===== src/rtl/mm_pkg.sv =====
// mm_pkg: shared widths, loader state encoding and operand memory select values
// for the matrix stream loader and its neighbours.
package mm_pkg;
    localparam int DATA_W = 8;
    localparam int MAX_N  = 4;
    localparam int ADDR_W = 4;
    typedef enum logic [1:0] {ST_IDLE, ST_GET_A, ST_GET_B, ST_HANDOFF} state_t;
    localparam logic MEM_SEL_A = 1'b0;
    localparam logic MEM_SEL_B = 1'b1;
endpackage


===== src/rtl/matrix_stream_loader.sv =====
// matrix_stream_loader: parses size byte + row-major A and B bytes into operand memories, then starts the multiplier.
// Optional inter-byte timeout is built only when LOADER_TIMEOUT_EN is defined.
module matrix_stream_loader
    import mm_pkg::*;
#(
    parameter int DATA_W      = mm_pkg::DATA_W,
    parameter int MAX_N       = mm_pkg::MAX_N,
    parameter int ADDR_W      = mm_pkg::ADDR_W,
    parameter int TIMEOUT_CYC = 50000000
) (
    input  logic              clk,
    input  logic              rst,
    input  logic [DATA_W-1:0] rx_data,
    input  logic              rx_valid,
    output logic              mem_we,
    output logic              mem_sel,
    output logic [ADDR_W-1:0] mem_addr,
    output logic [DATA_W-1:0] mem_wdata,
    output logic [2:0]        dim,
    output logic              mm_start,
    input  logic              mm_ack,
    output logic              busy,
    output logic              err
);
    localparam int IDX_W = (MAX_N > 1) ? $clog2(MAX_N) : 1;

    state_t            state, state_d;
    logic [IDX_W-1:0]  row, col, row_d, col_d, last_idx;
    logic [2:0]        dim_d;
    logic              we_d, sel_d, err_d;
    logic [ADDR_W-1:0] addr_d;
    logic [DATA_W-1:0] wdata_d;
    logic              in_get, size_ok, col_last, row_last, tmo_hit;

    assign last_idx = IDX_W'(dim - 3'd1);
    assign col_last = col == last_idx;
    assign row_last = row == last_idx;
    assign size_ok  = rx_data != '0 && rx_data <= DATA_W'(MAX_N);
    assign in_get   = state == ST_GET_A || state == ST_GET_B;
    assign busy     = state != ST_IDLE;
    assign mm_start = state == ST_HANDOFF;

`ifdef LOADER_TIMEOUT_EN
    localparam int TMO_W = $clog2(TIMEOUT_CYC);
    logic [TMO_W-1:0] tmo_cnt;
    always_ff @(posedge clk or negedge rst)
        if (!rst)
            tmo_cnt <= '0;
        else
            tmo_cnt <= (in_get && !rx_valid) ? tmo_cnt + 1'b1 : '0;
    assign tmo_hit = in_get && !rx_valid && tmo_cnt == TMO_W'(TIMEOUT_CYC - 1);
`else
    // Without the counter the FSM waits forever; the expression is constant false.
    assign tmo_hit = TIMEOUT_CYC < 0;
`endif

    always_comb begin
        state_d = state;
        row_d   = row;
        col_d   = col;
        dim_d   = dim;
        we_d    = 1'b0;
        err_d   = 1'b0;
        sel_d   = mem_sel;
        addr_d  = mem_addr;
        wdata_d = mem_wdata;
        case (state)
            ST_IDLE: if (rx_valid) begin
                if (size_ok) begin
                    dim_d   = rx_data[2:0];
                    row_d   = '0;
                    col_d   = '0;
                    state_d = ST_GET_A;
                end else
                    err_d = 1'b1;
            end
            ST_GET_A, ST_GET_B: if (rx_valid) begin
                we_d    = 1'b1;
                sel_d   = (state == ST_GET_B) ? MEM_SEL_B : MEM_SEL_A;
                addr_d  = ADDR_W'(row) * ADDR_W'(MAX_N) + ADDR_W'(col);
                wdata_d = rx_data;
                col_d   = col_last ? '0 : col + 1'b1;
                row_d   = col_last ? (row_last ? '0 : row + 1'b1) : row;
                if (col_last && row_last)
                    state_d = (state == ST_GET_A) ? ST_GET_B : ST_HANDOFF;
            end else if (tmo_hit) begin
                err_d   = 1'b1;
                row_d   = '0;
                col_d   = '0;
                state_d = ST_IDLE;
            end
            ST_HANDOFF: begin
                err_d   = rx_valid;
                state_d = mm_ack ? ST_IDLE : ST_HANDOFF;
            end
            default: state_d = ST_IDLE;
        endcase
    end

    always_ff @(posedge clk or negedge rst) begin
        if (!rst) begin
            state     <= ST_IDLE;
            row       <= '0;
            col       <= '0;
            dim       <= '0;
            mem_we    <= 1'b0;
            mem_sel   <= 1'b0;
            mem_addr  <= '0;
            mem_wdata <= '0;
            err       <= 1'b0;
        end else begin
            state     <= state_d;
            row       <= row_d;
            col       <= col_d;
            dim       <= dim_d;
            mem_we    <= we_d;
            mem_sel   <= sel_d;
            mem_addr  <= addr_d;
            mem_wdata <= wdata_d;
            err       <= err_d;
        end
    end
endmodule


===== config.mk =====
export PLATFORM = sky130hd
export DESIGN_NAME = matrix_stream_loader
export DESIGN_NICKNAME = d
export VERILOG_FILES = /design/src/rtl/mm_pkg.sv /design/src/rtl/matrix_stream_loader.sv
export SDC_FILE = /design/constraint.sdc
export NUM_CORES = 1
export LEC_CHECK = 0
export ABC_AREA = 1
export CORE_ASPECT_RATIO = 0.7
export CORE_MARGIN = 2
export CORE_UTILIZATION = 25
export DETAILED_ROUTE_END_ITERATION = 10
export GPL_ROUTABILITY_DRIVEN = 0
export GPL_TIMING_DRIVEN = 0
export PLACE_DENSITY = 0.58
export REMOVE_ABC_BUFFERS = 1
export SETUP_SLACK_MARGIN = 0.15
export SYNTH_ARGS = -nofsm -noshare
export SYNTH_HDL_FRONTEND = slang
export SYNTH_SLANG_ARGS = --single-unit

===== constraint.sdc =====
create_clock -name clk -period 1.74 [get_ports clk]
set_clock_uncertainty 0.1 [all_clocks]
set_input_delay 0.261 -clock clk [delete_from_list [all_inputs] [get_ports clk]]
set_output_delay 0.261 -clock clk [all_outputs]
set_load 0.02 [all_outputs]

# After elaboration in Yosys (flattened, before gate mapping)
# Cells that the tools add are included.
# op_classes
order_cmp	1
eq_ne	10
addsub	4
muxes	22
reduce_logical	12
# op_table
operator	count
$mux W2	12
$ne A2 B2 Y1 const B	5
$le A8 B3 Y1 const B	1
$pmux W2 S2	2
$reduce_and A4 Y1	2
$reduce_bool A8 Y1	1
$mux W1	6
$pmux W2 S3	1
$reduce_and A5 Y1	1
$add A2 B1 Y2 const B	2
$add A4 B2 Y4	1
$eq A2 B2 Y1	2
$eq A2 B2 Y1 const B	2
$reduce_bool A2 Y1	2
$pmux W1 S3	1
$reduce_and A3 Y1	1
$eq A2 B1 Y1 const B	1
$logic_and A1 B1 Y1	2
$logic_not A2 Y1	1
$reduce_and A2 Y1	1
$reduce_or A2 Y1	1
$sub A2 B1 Y2 const B	1
# totals
word_cells	58
reg_bits	24

# Depth between registers and ports, before layout
# logic_depth
word_depth	6
depth_mapped	9
mapped_depth_nobuf	8

# Worst setup path before layout
# OpenSTA, ideal clock, no wires.
# synth_path
path_type	reg-to-reg
start	reg state[0]
end	reg col[1]
setup_time_ns	0.127
required_ns	1.513
path_slack_ns	0.181
n_path_buf	1
path_stages_with_launch	10
arrival_ns	1.332
period_less_slack_ns	1.559
path_cell_list	dfrtp_1 > inv_1 > ha_1 > buf_4 > inv_1 > o21ai_0 > nand2_1 > nand2_1 > nand2_1 > o21ai_0
# synth_via
elab_chain_len	4
elab_cells_between_ends	10
classes_between	eq/ne: 5; mux: 1; reduce/logical: 4
# synth_lines
element	line_no	source
start: declaration	matrix_stream_loader.sv:27	state_t state, state_d;
start signal: assignment	matrix_stream_loader.sv:112	state <= state_d;
$eq A2 B2 Y1 / $eq A2 B1 Y1 (equally long branches)	matrix_stream_loader.sv:67	case (state)
$reduce_or A2 Y1	matrix_stream_loader.sv:67	
$ne A2 B2 Y1 (no line) / $reduce_bool A2 Y1 (equally long branches)	--	
$reduce_and A4 Y1 (no line)	--	
end signal: assignment	matrix_stream_loader.sv:114	col <= col_d;
end: declaration	matrix_stream_loader.sv:28	logic [IDX_W-1:0] row, col, row_d, col_d, last_idx;
# Several ways; a longest one is shown, not always the timed one.
# A chain may end at the register's enable or synchronous reset.

# Final worst setup path
# layout_path
start	reg state[0]
end	out busy
# layout_via
elab_chain_len	1
# layout_lines
element	line_no	source
$reduce_bool A2 Y1	matrix_stream_loader.sv:40	assign busy = state != ST_IDLE;
end: declaration	matrix_stream_loader.sv:22	output logic busy,
# Every way passes these cells.

==> metrics <==
fill count between 400 and 500; Detailed Place HPWL 1890 um; mapped cell area 0.00118 mm^2; crit-path max FO 4; Worst path max stage delay ~420 ps; GRT Util Overall 11.4%; Rel. slew slack 26.7%; Die W 86.0 um; clk buf depth 2; fin crit period 1520 ps; max-cap violations 0; top cell family by delay on the critical path flip-flops; Leak 0.889 nW; crit-path cells inv_2 > ha_4 > inv_1 > buf_6; WL per Instance 11.4 um; drt total wl 2690 um; clock latency on the worst-skew pair 270 ps; Netlist cell types 18; Pwr Total 2.95 mW; routed vias 1018; proportion of layout cells with a drive suffix above 1 14.4%; setup TNS 0 ps; antenna-violating nets left 0; cell at the slowest stage of the critical path dfrtp_1; CTS tree built; Sink Count 24; largest net degree at the start of global routing 27; IO Count 32; worst slew pin tran 1100 ps; Power Dens Cells 1740 mW/mm^2; ys flop type dfrtp_1; gr ovfl total 0; final cycle utilization of the critical path 87.3%; die height 61.4 um; P&R area growth vs syn 44.4%; NumNets Final 198; Synth top cells by count 39 x nand2_1, 24 x dfrtp_1, 22 x inv_1; hold slack 385 ps; share of the synthesized area in the top cell type 51.1%; Req. time, crit path 1380 ps; DRC 0; Arr. time, crit path 1160 ps; area leader, netlist dfrtp_1; ranking of synthesized cells by area dfrtp_1 51%, nand2_1 12%, o21ai_0 8.1%; initial DRC count between 60 and 70; DIE AREA roughly 0.0053 mm^2; Syn Inst Count 142; CP Buf/Inv Count 3; Critical Path Start Type flop; antenna cells 0; Core Util, Final 38.3%; Yosys reg bits 24; H-tree Lvls 1; cell with the most instances after synthesis nand2_1; Starting Density 26.6%; peak supply drop 0.675 mV; number of synthesized flops with an enable pin 0; sequential-to-total area share from yosys stat 51.1%; final hold violations 0; core area 0.00443 mm^2; Hold Path Class reg -> reg; Clock transition at path regs 90 ps; # setup viols final 0; final count of pins violating max slew 0; Crit. End Element output pin; drt pass-1 iters 4; max frequency about 660 MHz; syn_area_per_cell 8.28 um^2; IO buf count 31; share of async-settable or async-resettable flops after synthesis between 90% and 100%; RSZ-0062 raised after global routing no; clk root buf clkbuf_8; initial antenna violation count 0; CTS Buf Count 3; Crit Path Category reg -> out; vias in the first global route 976; first-pass GRT wire length 4600 um; synth warn 0; Core Rows 20; CTS Hold Bufs 0; vias per cell 4.31; status completed
[layout make-up]
class	instances	area, um^2	area share [%]
repair buffers	38	360	21.2
well taps	55	68.8	4.05
flip-flops and latches	24	601	35.4
multi-input cells	93	531	31.2
clock buffers	4	55.1	3.24
inverters	22	82.6	4.86
[layout by cell type (no fill, tap or decap), drive strengths merged, types with 4 or more instances in the layout]
cell type,netlist,final
nand2,40,40
dfrtp,24,24
o21ai,23,23
inv,22,22
dlygate4sd2,0,15
nand3,15,15
clkdlybuf4s50,0,11
buf,2,9
nor2,4,4
clkbuf,1,4
ha,4,4
[per-layer routing]
metal / vias up / track usage [%] / share of wire [%]
li1: 534 / - / -
met1: 457 / 15.4 / 51
met2: 25 / 17.8 / 43
met3: 2 / 4.16 / 5.3
met4: 0 / 2.72 / 0.34
met5: - / 0 / 0
[path summary, 6_finish.rpt]
path,start,cells after the start,end,slack [ps]
setup / recovery,state[0]$_DFFE_PN0P_,4,busy,220
hold / removal,mem_wdata[3]$_DFFE_PN0P_,2,mem_wdata[3]$_DFFE_PN0P_,380
setup reg to reg,state[0]$_DFFE_PN0P_,7,col[1]$_DFFE_PN0P_,260
hold reg to reg,mem_wdata[3]$_DFFE_PN0P_,2,mem_wdata[3]$_DFFE_PN0P_,380
max in group asynchronous,rst,1,mem_wdata[6]$_DFFE_PN0P_,410
min in group asynchronous,rst,1,mem_wdata[1]$_DFFE_PN0P_,480
[cell families (layout without fill, tap and decap cells)]
family,after synthesis,after routing,synth area share (%)
compound gates,26,26,11.7
flops,24,24,51.1
buf+inv,25,64,8.51
simple gates,61,61,23.0
fa+ha+maj,4,4,4.26
xor+xnor,2,2,1.49
[registers in the layout, indices dropped and copies added (netlist names)]
name       cells
mem_wdata      8
mem_addr       4
dim            3
col            2
row            2
state          2
err            1
mem_sel        1
mem_we         1
[timing repair]
action | in CTS | in global routing
pin swaps | 1 | 2
setup endpoints to repair | 37 | 17
buffers inserted | 3 | 4
resized for setup | 27 | 16
cloned | 0 | 0
[where the power goes]
group | internal, mW | switching, mW | leakage, nW
registers | 0.779 | 0.146 | 0.311
logic | 0.703 | 0.942 | 0.549
clock network | 0.202 | 0.182 | 0.0288
total | 1.68 | 1.27 | 0.889
[tightest hold or removal path, delay by kind of cell (launching register included)]
family / cells / cell delay, ps
AND/OR/NAND/NOR: 1 / 50
AO/OA/AOI/OAI: 1 / 50
flip-flops: 1 / 350
[metrics by stage]
stage | std cells | cell area (um^2) | worst slack [ps]
after floorplan | 139 | 1160 | 33.8
after global placement | 225 | 1540 | -348
after detailed placement | 225 | 1540 | -335
after CTS | 232 | 1630 | 159
after global routing | 236 | 1700 | 142
final | 236 | 1700 | 222
Power figures use the tool's default switching activity.
